## src/rtl/synth_pkg.sv

```systemverilog
// Shared definitions for the synth datapath: waveform mode type and block defaults.
// Latency: n/a (types, constants and an elaboration-time helper only).
// Backpressure: n/a.
package synth_pkg;

    // Encodings are owned by waveform_fsm; this block only stores and forwards them.
    typedef logic [1:0] mode_t;

    localparam int NUM_KEYS_DEF   = 8;
    localparam int NUM_VOICES_DEF = 4;

    // Index width that never collapses to zero bits, even for a single-entry vector.
    function automatic int clog2_min1(input int n);
        return (n <= 2) ? 1 : $clog2(n);
    endfunction

endpackage

```

## src/rtl/voice_allocator_lsb_pick.sv

```systemverilog
// Lowest-set-bit finder: reports whether any bit of vec is set and the index of the lowest one.
// Latency: purely combinational.
// Backpressure: none.
module lsb_pick
    import synth_pkg::*;
#(
    parameter int W  = 8,
    parameter int IW = clog2_min1(W)
) (
    input  logic [W-1:0]  vec,
    output logic          found,
    output logic [IW-1:0] idx
);

    // Scan from the top so the last hit, and therefore the result, is the lowest set bit.
    always_comb begin
        found = 1'b0;
        idx   = '0;
        for (int i = W - 1; i >= 0; i--) begin
            if (vec[i]) begin
                found = 1'b1;
                idx   = IW'(i);
            end
        end
    end

endmodule

```

## src/rtl/voice_allocator.sv

```systemverilog
// Polyphony scheduler: maps pressed keys onto oscillator voices, stealing the oldest voice when all are busy.
// Latency: one event per clk (release beats press), registered outputs change 1 cycle after keys.
// Backpressure: none; pending key changes stay visible in keys vs assigned/dropped and drain one per cycle.
module voice_allocator
    import synth_pkg::*;
#(
    parameter int  NUM_KEYS   = NUM_KEYS_DEF,
    parameter int  NUM_VOICES = NUM_VOICES_DEF,
    parameter int  AGE_W      = 8,
    localparam int KEY_W      = $clog2(NUM_KEYS),
    localparam int VOICE_W    = clog2_min1(NUM_VOICES)
) (
    input  logic                          clk,
    input  logic                          n_rst,
    input  logic [NUM_KEYS-1:0]           keys,
    input  logic [1:0]                    mode,
    output logic [NUM_VOICES-1:0]         voice_active,
    output logic [NUM_VOICES*KEY_W-1:0]   voice_key,
    output logic [NUM_VOICES*2-1:0]       voice_mode,
    output logic [NUM_VOICES-1:0]         voice_start,
    output logic                          steal
);

    logic [NUM_KEYS-1:0]                  assigned_q, assigned_d;
    logic [NUM_KEYS-1:0]                  dropped_q, dropped_d;
    logic [NUM_VOICES-1:0]                active_q, active_d;
    logic [NUM_VOICES-1:0]                start_q, start_d;
    logic [NUM_VOICES-1:0][KEY_W-1:0]     key_q, key_d;
    mode_t [NUM_VOICES-1:0]               mode_q, mode_d;
    logic [NUM_VOICES-1:0][AGE_W-1:0]     age_q, age_d;
    logic                                 steal_q, steal_d;

    logic                                 rel_found, press_found, free_found;
    logic [KEY_W-1:0]                     rel_key, press_key;
    logic [VOICE_W-1:0]                   free_v, old_v, rel_v, tgt_v;

    lsb_pick #(.W(NUM_KEYS), .IW(KEY_W)) u_rel_pick (
        .vec   (assigned_q & ~keys),
        .found (rel_found),
        .idx   (rel_key)
    );

    lsb_pick #(.W(NUM_KEYS), .IW(KEY_W)) u_press_pick (
        .vec   (keys & ~assigned_q & ~dropped_q),
        .found (press_found),
        .idx   (press_key)
    );

    lsb_pick #(.W(NUM_VOICES), .IW(VOICE_W)) u_free_pick (
        .vec   (~active_q),
        .found (free_found),
        .idx   (free_v)
    );

    // Oldest voice: strict greater-than keeps the lowest index on age ties.
    always_comb begin
        old_v = '0;
        for (int v = 1; v < NUM_VOICES; v++) begin
            if (age_q[v] > age_q[old_v]) old_v = VOICE_W'(v);
        end
    end

    // Voice owned by the key being released; exactly one active voice matches an assigned key.
    always_comb begin
        rel_v = '0;
        for (int v = 0; v < NUM_VOICES; v++) begin
            if (active_q[v] && (key_q[v] == rel_key)) rel_v = VOICE_W'(v);
        end
    end

    // Event servicing: one release, else one press (free voice first, otherwise steal the oldest).
    always_comb begin
        assigned_d = assigned_q;
        dropped_d  = dropped_q & keys;
        active_d   = active_q;
        key_d      = key_q;
        mode_d     = mode_q;
        age_d      = age_q;
        start_d    = '0;
        steal_d    = 1'b0;
        tgt_v      = free_found ? free_v : old_v;

        if (rel_found) begin
            active_d[rel_v]     = 1'b0;
            assigned_d[rel_key] = 1'b0;
        end else if (press_found) begin
            if (!free_found) begin
                // The victim key is still held (no release was pending), so it stays dropped until let go.
                steal_d                     = 1'b1;
                assigned_d[key_q[tgt_v]]    = 1'b0;
                dropped_d[key_q[tgt_v]]     = 1'b1;
            end
            for (int v = 0; v < NUM_VOICES; v++) begin
                if (active_q[v] && (age_q[v] != '1)) age_d[v] = age_q[v] + 1'b1;
            end
            age_d[tgt_v]          = '0;
            key_d[tgt_v]          = press_key;
            mode_d[tgt_v]         = mode;
            active_d[tgt_v]       = 1'b1;
            start_d[tgt_v]        = 1'b1;
            assigned_d[press_key] = 1'b1;
        end
    end

    // State and output registers.
    always_ff @(posedge clk or negedge n_rst) begin
        if (!n_rst) begin
            assigned_q <= '0;
            dropped_q  <= '0;
            active_q   <= '0;
            start_q    <= '0;
            key_q      <= '0;
            mode_q     <= '0;
            age_q      <= '0;
            steal_q    <= 1'b0;
        end else begin
            assigned_q <= assigned_d;
            dropped_q  <= dropped_d;
            active_q   <= active_d;
            start_q    <= start_d;
            key_q      <= key_d;
            mode_q     <= mode_d;
            age_q      <= age_d;
            steal_q    <= steal_d;
        end
    end

    assign voice_active = active_q;
    assign voice_key    = key_q;
    assign voice_mode   = mode_q;
    assign voice_start  = start_q;
    assign steal        = steal_q;

endmodule

```

## config.mk

```make
export PLATFORM = sky130hd
export DESIGN_NAME = voice_allocator
export DESIGN_NICKNAME = d
export VERILOG_FILES = /design/src/rtl/synth_pkg.sv /design/src/rtl/voice_allocator_lsb_pick.sv /design/src/rtl/voice_allocator.sv
export SDC_FILE = /design/constraint.sdc
export NUM_CORES = 1
export LEC_CHECK = 0
export ABC_AREA = 1
export BUFFER_PORTS_ARGS = -buffer_cell sky130_fd_sc_hd__buf_4
export CORE_UTILIZATION = 40
export DETAILED_ROUTE_END_ITERATION = 7
export PLACE_DENSITY_LB_ADDON = 0.05
export SLEW_MARGIN = 40
export SYNTH_ARGS = -nofsm -noshare
export SYNTH_HDL_FRONTEND = slang
export SYNTH_SLANG_ARGS = --single-unit
```

## constraint.sdc

```tcl
create_clock -name clk -period 5.35 [get_ports clk]
set_clock_uncertainty 0.05 [all_clocks]
set_input_delay 1.07 -clock clk [delete_from_list [all_inputs] [get_ports clk]]
set_output_delay 1.07 -clock clk [all_outputs]
set_load 0.01 [all_outputs]
```

## Yosys cells after proc, flatten, opt, wreduce, memory -nomap -nowiden

Index checks and enable logic that the tools add are counted.
Widths: inputs -> output; s select.

- Register bits after elaboration: 77
- Bits in latches: 0
- Bits in writable memories: 0
- Memory bits (read-only): 0
- Input port bits: 12
- Output and inout port bits: 29
- Logic and storage cells: 175
- Memories: 0

- $add $sub $neg: 4
- $mul: 0
- Divide/modulo/power cells: 0
- $lt $le $gt $ge: 15
- Equality and inequality tests: 7
- Shift operators: 0
- Mux-type cells: 98
- Bitwise logic cells: 20
- Reductions and logical operators: 14

Operators with widths:

| kind | count |
|---|---|
| $mux 8 | 23 |
| $mux 3 | 18 |
| $and 8x8->8 | 6 |
| $not 8->8 | 5 |
| $add 8x1->8 const B | 4 |
| $and 32x32->32 | 1 |
| $bmux 8 s2 | 2 |
| $ne 8x8->1 const B | 4 |
| $not 32->32 | 1 |
| $mux 1 | 30 |
| $gt 8x8->1 | 3 |
| $mux 2 | 10 |
| $demux 8 s2 | 1 |
| $mux 4 | 4 |
| $or 8x8->8 | 2 |
| $bwmux 12 | 1 |
| $logic_and 1x1->1 | 12 |
| $lt 2x3->1 const B | 4 |
| $lt 3x4->1 const B | 3 |
| $demux 1 s3 | 3 |
| $eq 3x3->1 | 3 |
| $ge 3x1->1 const B | 3 |
| $bwmux 8 | 1 |
| $not 4->4 | 2 |
| other kinds (10) | 12 |

## Depth between registers and ports, before layout

Gate-level depths: netlist (run 1).

- Depth in word-level cells: 25
- Gate-level depth with buffers: 43
- Depth with buffers taken out: 41

## By module

A second synthesis (run 1) with hierarchy kept.

- Cells, all modules: 706
- Area, all modules: 5,154.9 µm²

By module, submodules not included:

| module | instances | cells each | area each (µm²) | sequential area each (µm²) |
|---|---|---|---|---|
| voice_allocator | 1 | 654 | 4,921.0 | 1,926.8 |
| lsb_pick at u_press_pick ... | 2 | 22 | 98.8 | 0.0 |
| lsb_pick at u_free_pick | 1 | 8 | 36.3 | 0.0 |

## Least setup slack after synthesis (run 1)

No wires, ideal clock.

- Path type: register to register
- From: reg age_q[7] in the netlist's numbering
- To: reg assigned_q[1]
- Library setup time: 0.123 ns
- Arrival time: 4.227 ns
- Required time: 5.177 ns
- Setup slack: 0.949 ns
- Stages on the path, launching flop included: 31
- Buffers on the path: 3
- Clock period less this slack: 4.401 ns
- Cells stage by stage: dfrtp_1 inv_1 ha_1 nand2_1 nor2_1 nand2_1 a21oi_4 clkbuf_1 o21ai_0 ha_1 a21oi_1 o21a_1 nand2_1 nand2_2 clkbuf_1 o21ai_0 ha_1 nand2_1 nor2_1 nand4_1 a21oi_2 nand2_4 nand2_4 buf_6 nand2_1 nand2_1 nand2_1 nand2_2 nand2_2 o21ai_1 a21oi_1

- Cells in the longest elaborated chain, start to end: 25
- Elaborated cells on any way between the ends: 26
- Classes of those cells: order compare (5); mux (17); bitwise (3); reduce/logical (1)

Ends and longest elaborated chain:

| what | line | RTL |
|---|---|---|
| start: declaration | voice_allocator.sv:30 | `logic [NUM_VOICES-1:0][AGE_W-1:0] age_q, age_d;` |
| start signal: assignment | voice_allocator.sv:123 | `age_q <= age_d;` |
| $gt 8x8->1 | voice_allocator.sv:59 | `if (age_q[v] > age_q[old_v]) old_v = VOICE_W'(v);` |
| $mux 1 | voice_allocator.sv:59 |  |
| $bmux 8 s2 | voice_allocator.sv:59 |  |
| $mux 8 (implied by the code) | voice_allocator.sv:59 |  |
| $gt 8x8->1 | voice_allocator.sv:59 |  |
| $mux 2 | voice_allocator.sv:59 |  |
| $bmux 8 s2 | voice_allocator.sv:59 |  |
| $mux 8 (implied by the code) | voice_allocator.sv:59 |  |
| (+9 left out) | -- |  |
| $not 8->8 (no line) (*) | -- |  |
| $and 8x8->8 (no line) (*) | -- |  |
| $mux 8 (*) | voice_allocator.sv:87 | `if (!free_found) begin` |
| $mux 8 (*) | voice_allocator.sv:86 | `end else if (press_found) begin` |
| $mux 8 (*) | voice_allocator.sv:83 | `if (rel_found) begin` |
| $or 8x8->8 (no line) (*) | -- |  |
| $mux 8 (*) | voice_allocator.sv:86 |  |
| $mux 8 (*) | voice_allocator.sv:83 |  |
| end signal: assignment | voice_allocator.sv:117 | `assigned_q <= assigned_d;` |
| end: declaration | voice_allocator.sv:24 | `logic [NUM_KEYS-1:0] assigned_q, assigned_d;` |

Mark *: on every way between the ends. The rest lies on a longest branch, timed or not. The select of a mux whose other input is x is not followed.
A chain may end at the register's enable or synchronous reset.

## Worst setup path in the final report (run 1)

- From: reg age_q[7] in the netlist's numbering
- To: reg key_q, in the netlist voice_key[0]

- Cells in the longest elaborated chain, start to end: 16
- Elaborated cells on any way between the ends: 17
- Classes of those cells: order compare (5); mux (11); reduce/logical (1)

Ends and longest elaborated chain:

| what | line | RTL |
|---|---|---|
| $gt 8x8->1 | voice_allocator.sv:59 |  |
| $mux 1 | voice_allocator.sv:59 |  |
| $bmux 8 s2 | voice_allocator.sv:59 |  |
| $mux 8 (implied by the code) | voice_allocator.sv:59 |  |
| $gt 8x8->1 | voice_allocator.sv:59 |  |
| $mux 2 | voice_allocator.sv:59 |  |
| $bmux 8 s2 | voice_allocator.sv:59 |  |
| $mux 8 (implied by the code) | voice_allocator.sv:59 |  |
| $gt 8x8->1 | voice_allocator.sv:59 |  |
| $mux 2 (*) | voice_allocator.sv:59 |  |
| $mux 2 (*) | voice_allocator.sv:81 | `tgt_v = free_found ? free_v : old_v;` |
| $lt 2x3->1 (implied by the code) / $ge 2x1->1 (equally long branches) | voice_allocator.sv:97 | `key_d[tgt_v] = press_key;` |
| $logic_and 1x1->1 (implied by the code) | voice_allocator.sv:97 |  |
| $mux 3 (implied by the code) | voice_allocator.sv:97 |  |
| $demux 3 s2 (*) | voice_allocator.sv:97 |  |
| $bwmux 12 (*) | voice_allocator.sv:97 |  |
| end signal: assignment | voice_allocator.sv:121 | `key_q <= key_d;` |
| end: declaration | voice_allocator.sv:28 | `logic [NUM_VOICES-1:0][KEY_W-1:0] key_q, key_d;` |

Marked as above.

==> reports/results.txt, run 1 <==
total global-route track usage: 0.216
Hold WS: 0.435 ns
largest family of logic cells by synthesized area: simple AND/OR/NAND/NOR gates
Worst-Skew Late Latency: 0.35 ns
largest cells by area after synthesis: dfrtp_1, nand2_1, inv_1
drt via density: 4.94
total wire length: 12800 um
biggest area consumer among synthesized cells: dfrtp_1
Synth Cell Area: 5080 um^2
TritonRoute pass-1 iters: 5
Reg-to-Reg Start: age_q[7]
vias in the first global route: 4378
fin crit period: 4.83 ns
mux contribution to synthesized area: 0
Critical Path Max Stage Delay: 0.40 ns
distinct cell type count after synthesis: 42
Power Density: 591 nW/um^2
type of origin of the critical path: register
area grow syn2layout: 16.3%
Internal: 1.84 mW
Main synth FF type: dfrtp_1
first-pass GRT wire length: 21800 um
Ant. Diodes: 0
# H-tree levels: 3
Total Power: 3.49 mW
Critical Path AT: 5.01 ns
share of layout cells above drive strength 1: 0.154
worst-margin pin slew: 0.592 ns
relative slew slack: 0.602
register area: 1930 um^2
Slew Limit Fails: 0
antenna viol nets, final: 0
CP max-delay cell: dfrtp_1
sequential power share: 0.264
cell count after synthesis: 687
post-layout instance area: 5910 um^2
CP max FO: 18
sequential fraction of the synthesis area: 0.380
critical path endpoint category: register
Clock transition at path regs: 0.06 ns
Die H: 115 um
Sink Count: 77
DP Worst Slack: 0.370 ns
Max VDD drop: 365 uV
post-synthesis xor/xnor area fraction: 0.0276
# rows: 40
leakage power: 3.14 nW
Tcrit/Tclk final: 0.903
WP data required: 5.53 ns
Switching Fraction: 0.473
final hold vios: 0
CP startpoint: age_q[7]
Simple-Gate Fraction of Synth Area: 0.296
Final Non-Filler Cells: 907
via count: 4478
Final Setup Violations: 0
clock power share: 0.183
Mean Syn Cell Area: 7.39 um^2
Seq cells post-synth: 77
fillcell total: 1277
total gr overflow: 0
Yosys top cell area share: 0.380
adder and majority cell fraction of the synthesized area: 0.0690
Hold WC Path Type: reg2reg
core area: 12200 um^2
cell mode on critical path: nand2_1
I/O pin count: 41
GPL Wtd Cong: 0.854
antenna violations before repair: 0
dpl hpwl: 9820 um
combinational share of power: 0.553
P_sw: 1.65 mW
placement-stage cell area: 5550 um^2
Max Cap Viol: 0
initial DRC count: 269
port bufs: 40
total die area: 13100 um^2
# DRC: 0
status: finished, final reports clean
Max Clock Freq: 0.207 GHz
CP Class: reg2reg
Syn Nets: 727
Post-synth EDFFs: 0
worst setup margin: 0.518 ns
Synth Area in Compound Gates: 0.128
largest net degree at the start of global routing: 47
Max Buffers Root-to-Sink: 2
clk root buf: clkbuf_16
Chip Width: 115 um
multi-input logic area: 2650 um^2
Yosys warnings: 0
Async SR Flop Fraction: 1.00
CTS tree: yes
placed instance count: 888
Routed WL per cell: 14.2 um
fin nets: 774
Initial Utilization: 0.416
cts bufs inserted: 9
hold path startpoint: dropped_q[4]
## final cells by class
| cell class | instances | share of cell area |
|---|---|---|
| multi-input cells | 481 | 0.449 |
| flip-flops and latches | 77 | 0.326 |
| inverters | 120 | 0.0771 |
| repair buffers | 45 | 0.0593 |
| clock buffers | 9 | 0.0381 |
| well taps | 168 | 0.0356 |
| clock inverters | 7 | 0.0142 |
## power by group through the flow
stage          Sequential (mW)  Clock [mW]  Combinational, mW
5_1_grt                  0.947       0.678               2.24
4_1_cts                  0.924       0.658               1.88
3_5_place_dp             0.932           0               1.87
3_3_place_gp             0.934           0               1.84
6_report                 0.921       0.638               1.93
2_1_floorplan            0.899           0               1.40
## cells in the mapped netlist (all sizes together), types with 3 or more instances
master and number:
clkbuf 3, xor2 14, nand3b 6, o31ai 5
nand2 195, nor3 13, nand4 7, o211ai 3
inv 120, a21oi 38, or2 7, nand3 46
nor2 47, o21ai 60, buf 6, ha 28
dfrtp 77
## final timing paths
kind | endpoint | slack [ns] | cells past startpoint
worst max-delay path | voice_key[0] | 0.52 | 28
worst min-delay path | dropped_q[4] | 0.44 | 2
worst max register to register | voice_key[0] | 0.52 | 28
worst min register to register | dropped_q[4] | 0.44 | 2
max in group asynchronous | voice_key[1] | 3.70 | 2
min in group asynchronous | voice_start[3] | 0.61 | 1
## metal layers
metal / vias to the layer above / share of wire / GRT usage
met5: - / 0 / 0
met1: 2084 / 0.49 / 0.292
met2: 85 / 0.46 / 0.340
met4: 0 / 0.022 / 0.0840
met3: 18 / 0.035 / 0.0413
li1: 2291 / - / -
## cell usage in the layout (no fill, tap or decap), drive strengths merged, types with 9 or more instances in the layout
cell type,netlist,layout
clkbuf,3,9
inv,120,122
nand2,195,195
xor2,14,14
buf,6,45
dfrtp,77,77
nor2,47,47
o21ai,60,60
a21oi,38,38
ha,28,28
nand3,46,46
nor3,13,13
## timing repair
item,CTS,global route
setup buffers,0,3
hold buffers,0,0
endpoints found under the setup margin,0,61
gates resized for setup,0,6
## state kept, by name, summed over array words and instances (netlist names)
signal        count
age_q            32
voice_start       4
steal             1
voice_key        12
voice_mode        8
dropped_q         8
assigned_q        8
voice_active      4
## cells by family after synthesis
| group | Yosys count |
|---|---|
| AO/OA/AOI/OAI | 112 |
| XOR/XNOR | 16 |
| buffers and inverters | 129 |
| adder cells (fa/ha/maj) | 28 |
| flip-flops | 77 |
| AND/OR/NAND/NOR | 325 |
## through the flow
step / utilization / setup TNS, ns
6_report: 0.484 / 0
5_1_grt: 0.484 / -0.183
4_1_cts: 0.480 / 0
3_5_place_dp: 0.454 / 0
3_3_place_gp: 0.454 / 0
2_1_floorplan: - / 0
## critical path, delay by kind of cell, from the launching register on
family,cells,cell delay (ns)
buffers and inverters,4,0.59
adders and majority gates,3,0.91
AOI/OAI and AO/OA,5,0.70
DFF,1,0.40
and+or+nand+nor,16,2.08
Note: power is estimated with default switching activity, not from simulation.
==> run 2, diff against run 1 <==
RECOVER_POWER = 25   (was not set)
==> run 2 against run 1 <==
  * The run now ends with max-capacitance violations, max-slew violations left
  * Via count about the same
  * Flip-flop and latch count unchanged
  * Worst setup slack got worse by 0.0017 ns
  * Wire length increased by 0.13%
  * Utilization decreased by 0.051 points
  * Global-route usage unchanged
  * First-iteration DRC count unchanged
  * Critical path depth unchanged
  * Critical endpoint unchanged
  * Largest power group unchanged
==> reports/results.txt, run 2 (same netlist as run 1, synthesis figures left out) <==
status: finished, violations left
violated checks: max-capacitance violations, max-slew violations
Die H: 115 um (unchanged)
Initial Utilization: 0.416 (unchanged)
Tcrit/Tclk final: 0.904 (about the same)
area grow syn2layout: 16.2%
Slew Limit Fails: 33 (+33)
Critical Path Max Stage Delay: 0.40 ns (about the same)
Sink Count: 77 (unchanged)
relative slew slack: -0.199 (-0.801)
RR Endpoint: voice_key[0]
hold path depth: 2 (unchanged)
Hold EP: dropped_q[4]
fin nets: 774 (unchanged)
DP Worst Slack: 0.370 ns (unchanged)
CP Class: reg2reg
most common cell after layout, fill and taps aside: nand2_1
fillcell total: 1280 (+0.23%)
most frequent cells in the layout: nand2_1, inv_1, dfrtp_1, nand3_1, buf_4
# rows: 40 (unchanged)
# DRC: 0 (unchanged)
antenna viol nets, final: 0 (unchanged)
Ant. Diodes: 0 (unchanged)
Max Cap Viol: 1 (+1)
total gr overflow: 0 (unchanged)
CP max-delay cell: dfrtp_1
vias in the first global route: 4378 (unchanged)
GPL Wtd Cong: 0.854 (unchanged)
dpl hpwl: 9820 um (unchanged)
worst setup margin: 0.516 ns (-0.00174 ns)
Clock transition at path regs: 0.06 ns (about the same)
Max Buffers Root-to-Sink: 2 (unchanged)
antenna violations before repair: 0 (unchanged)
# H-tree levels: 3 (unchanged)
drt via density: 4.94 (about the same)
Final Setup Violations: 0 (unchanged)
core area: 12200 um^2 (unchanged)
CP startpoint: age_q[7]
type of origin of the critical path: register
port bufs: 40 (unchanged)
cts bufs inserted: 9 (unchanged)
Hold WS: 0.435 ns (-0.000345 ns)
leakage power: 3.13 nW (-0.14%)
CP max FO: 18 (unchanged)
Worst-Skew Late Latency: 0.35 ns (about the same)
Max Clock Freq: 0.207 GHz (about the same)
Hold WC Path Type: reg2reg
TritonRoute pass-1 iters: 5 (unchanged)
FF-to-FF setup slack: 0.52 ns (about the same)
total global-route track usage: 0.216 (unchanged)
total die area: 13100 um^2 (unchanged)
critical path endpoint category: register
R2R depth: 28 (unchanged)
clk root buf: clkbuf_16
number of flip-flops in the largest register: 32 (unchanged)
initial DRC count: 269 (unchanged)
worst-margin pin slew: 1.80 ns (+1.21 ns)
Routed WL per cell: 14.2 um (+0.13%)
Reg-to-Reg Start: age_q[7]
share of layout cells above drive strength 1: 0.153 (-0.00135)
first-pass GRT wire length: 21800 um (unchanged)
fin crit period: 4.83 ns (+0.00174 ns)
Max VDD drop: 365 uV (about the same)
Total Power: 3.49 mW (about the same)
# hold bufs at CTS: 0 (unchanged)
I/O pin count: 41 (unchanged)
hold path startpoint: dropped_q[4]
Critical Path AT: 5.02 ns (about the same)
Power Density: 591 nW/um^2 (about the same)
WP data required: 5.53 ns (about the same)
final hold vios: 0 (unchanged)
CTS tree: yes
cell mode on critical path: nand2_1
Reg with most FFs: age_q
largest net degree at the start of global routing: 47 (unchanged)
total wire length: 12900 um (+0.13%)
Chip Width: 115 um (unchanged)
via count: 4480 (+0.045%)
## run 2: per-stage QoR
step                       util  cell area (um^2)  instances  TNS (ns)
final                     0.483              5900        907         0
after detailed placement  0.454              5550        888         0
after floorplan               -              5080        687         0
after CTS                 0.480              5860        904         0
after global routing      0.483              5900        907    -0.183
after global placement    0.454              5550        888         0
## run 2: layer usage
metal	share of wire	track usage	vias up
met2	0.46	0.340	90
li1	-	-	2288
met4	0.022	0.0840	0
met1	0.49	0.292	2084
met3	0.035	0.0413	18
met5	0	0	-
## run 2: final cells by class
cell class,count,area [um^2],share of cell area
multi-input combinational,481,2650,0.450
timing repair buffer,45,344,0.0583
inverter,120,455,0.0772
clock buffer,9,225,0.0382
clock inverter,7,83.8,0.0142
tap,168,210,0.0356
sequential,77,1930,0.327
## run 2: report_power, final
| part | switching [mW] | total [mW] | leakage [nW] | internal (mW) |
|---|---|---|---|---|
| Combinational | 1.20 | 1.93 | 1.99 | 0.725 |
| Clock | 0.269 | 0.638 | 0.148 | 0.369 |
| Sequential | 0.176 | 0.922 | 0.995 | 0.746 |
| Total | 1.65 | 3.49 | 3.13 | 1.84 |
## run 2: worst max path at each step
stage,end,cells after the start
finish,voice_key[0],28
global route,assigned_q[2],36
CTS,age_q[13],30
detailed placement,age_q[13],30
global placement,age_q[23],29
floorplan,assigned_q[1],30
## run 2: worst max-delay path, delay by kind of cell (launching register included)
kind | cells | cell delay (ns)
compound gates | 5 | 0.70
simple gates | 16 | 2.08
flops | 1 | 0.40
fa+ha+maj | 3 | 0.91
buf+inv | 4 | 0.59
## run 2: what timing repair did
item | in CTS | in global routing
setup buffers | 0 | 3
resized for setup | 0 | 6
setup endpoints to repair | 0 | 61
==> run 3, diff against run 2 <==
clock period = 4.6 ns   (was 5.35 ns; I/O delays follow)
==> run 3 against run 2 <==
  * The flow still finishes with violations (max-capacitance violations, max-slew violations)
  * Total power increased by 34%
  * Utilization increased by 4.9 points
  * Combinational power increased by 49%
  * Via count increased by 2.6%
  * Hold slack got worse by 0.0064 ns
  * Largest cell class unchanged
==> reports/results.txt, run 3 (same netlist as run 1, synthesis figures left out) <==
final hold vios: 0 (unchanged)
Total Power: 4.69 mW (+34%)
TritonRoute pass-1 iters: 4 (-1)
Chip Width: 115 um (unchanged)
Die H: 115 um (unchanged)
Critical Path Max Stage Delay: 0.44 ns (+0.04 ns)
most common cell after layout, fill and taps aside: nand2_1
vias in the first global route: 4276 (-2.3%)
via count: 4598 (+2.6%)
Clock transition at path regs: 0.06 ns (about the same)
Slew Limit Fails: 61 (+85%)
cts bufs inserted: 9 (unchanged)
worst setup margin: 0.0356 ns (-0.480 ns)
CP startpoint: age_q[13]
total die area: 13100 um^2 (unchanged)
WP data required: 4.78 ns (-0.75 ns)
Max Clock Freq: 0.219 GHz (+5.9%)
Ant. Diodes: 0 (unchanged)
Sink Count: 77 (unchanged)
drt via density: 4.84 (-2.0%)
initial DRC count: 280 (+4.1%)
most frequent cells in the layout: nand2_1, inv_1, dfrtp_1, buf_4, nand3_1
Final Setup Violations: 0 (unchanged)
number of flip-flops in the largest register: 32 (unchanged)
worst setup path endpoint: assigned_q[4]
Reg with most FFs: age_q
# rows: 40 (unchanged)
antenna viol nets, final: 0 (unchanged)
worst-margin pin slew: 1.52 ns (-0.281 ns)
total gr overflow: 0 (unchanged)
first-pass GRT wire length: 21600 um (-0.76%)
relative slew slack: -0.0114 (+0.187)
WP buf/inv: 4 (unchanged)
DP Worst Slack: -0.160 ns (-0.529 ns)
placed instance count: 913 (+2.8%)
share of layout cells above drive strength 1: 0.253 (+0.100)
CTS tree: yes
Max Buffers Root-to-Sink: 2 (unchanged)
total global-route track usage: 0.217 (+0.00168)
# H-tree levels: 3 (unchanged)
Worst-Skew Late Latency: 0.35 ns (about the same)
antenna violations before repair: 0 (unchanged)
port bufs: 40 (unchanged)
dpl hpwl: 9950 um (+1.3%)
GPL Wtd Cong: 0.866 (+1.3%)
largest net degree at the start of global routing: 78 (+66%)
hold path startpoint: dropped_q[4]
CP Class: reg2reg
R2R depth: 32 (+14%)
CP max-delay cell: dfrtp_2
fin nets: 817 (+5.6%)
Power Density: 721 nW/um^2 (+22%)
Hold WS: 0.429 ns (-0.00642 ns)
core area: 12200 um^2 (unchanged)
cell mode on critical path: nand2_1
RSZ-0062 raised after global routing: yes
leakage power: 3.40 nW (+8.5%)
FF-to-FF setup slack: 0.04 ns (-0.48 ns)
Tcrit/Tclk final: 0.992 (+0.0887)
critical path endpoint category: register
CP max FO: 17 (-1)
clk root buf: clkbuf_16
violated checks: max-capacitance violations, max-slew violations
critical path depth in cells: 32 (+14%)
# DRC: 0 (unchanged)
fillcell total: 1220 (-4.7%)
Hold WC Path Type: reg2reg
Max Cap Viol: 1 (unchanged)
I/O pin count: 41 (unchanged)
type of origin of the critical path: register
total wire length: 13700 um (+6.6%)
status: finished, violations left
RR Endpoint: assigned_q[4]
Final Non-Filler Cells: 950 (+4.7%)
Max VDD drop: 317 uV (-13%)
Critical Path AT: 4.75 ns (-0.27 ns)
Reg-to-Reg Start: age_q[13]
cell family with most CP delay: simple AND/OR/NAND/NOR gates
Routed WL per cell: 14.4 um (+1.8%)
fin crit period: 4.56 ns (-0.270 ns)
area grow syn2layout: 28.1%
Initial Utilization: 0.416 (unchanged)
## run 3: final cells by class
class / count / area [um^2] / share of cell area
multi-input combinational: 484 / 2890 / 0.444
sequential: 77 / 1930 / 0.297
timing repair buffer: 84 / 693 / 0.107
inverter: 120 / 467 / 0.0718
clock buffer: 10 / 239 / 0.0368
tap: 168 / 210 / 0.0323
clock inverter: 6 / 68.8 / 0.0106
timing repair inverter: 1 / 6.26 / 0.000962
## run 3: repair_timing
action / 4_1_cts / 5_1_grt
hold buffers: 0 / 0
buffers inserted: 2 / 14
pin swaps: 3 / 31
endpoints found under the setup margin: 49 / 76
resized for setup: 12 / 72
gates cloned: 1 / 4
## run 3: worst min path at each step
stage	to	depth (start not counted)	slack (ns)
floorplan	dropped_q[0]	2	0.40
global placement	dropped_q[4]	2	0.42
detailed placement	dropped_q[4]	2	0.42
CTS	dropped_q[4]	2	0.44
global route	voice_mode[5]	2	0.45
finish	dropped_q[4]	2	0.43
## run 3: where the power goes
group	total, mW	internal [mW]	switching [mW]
registers	1.07	0.868	0.202
logic	2.87	1.22	1.65
clock network	0.752	0.440	0.312
## run 3: metrics by stage
stage	setup TNS, ns	area [um^2]	util
global route	-7.32	6500	0.532
floorplan	0	5080	-
detailed placement	-3.62	5750	0.471
global placement	-1.31	5750	0.471
CTS	0	6140	0.503
finish	0	6500	0.532
## run 3: tightest hold or removal path, cell delays in order, from the launching register on
cell,delay [ns]
dfrtp_1,0.33
nand2_1,0.05
o21ai_1,0.06
## run 3: per-layer routing
metal | track usage | up-vias | wire [um]
met5 | 0 | - | 0
met2 | 0.336 | 62 | 6230
met1 | 0.312 | 2146 | 6930
met4 | 0.0632 | 0 | 144
met3 | 0.0365 | 10 | 414
li1 | - | 2380 | -
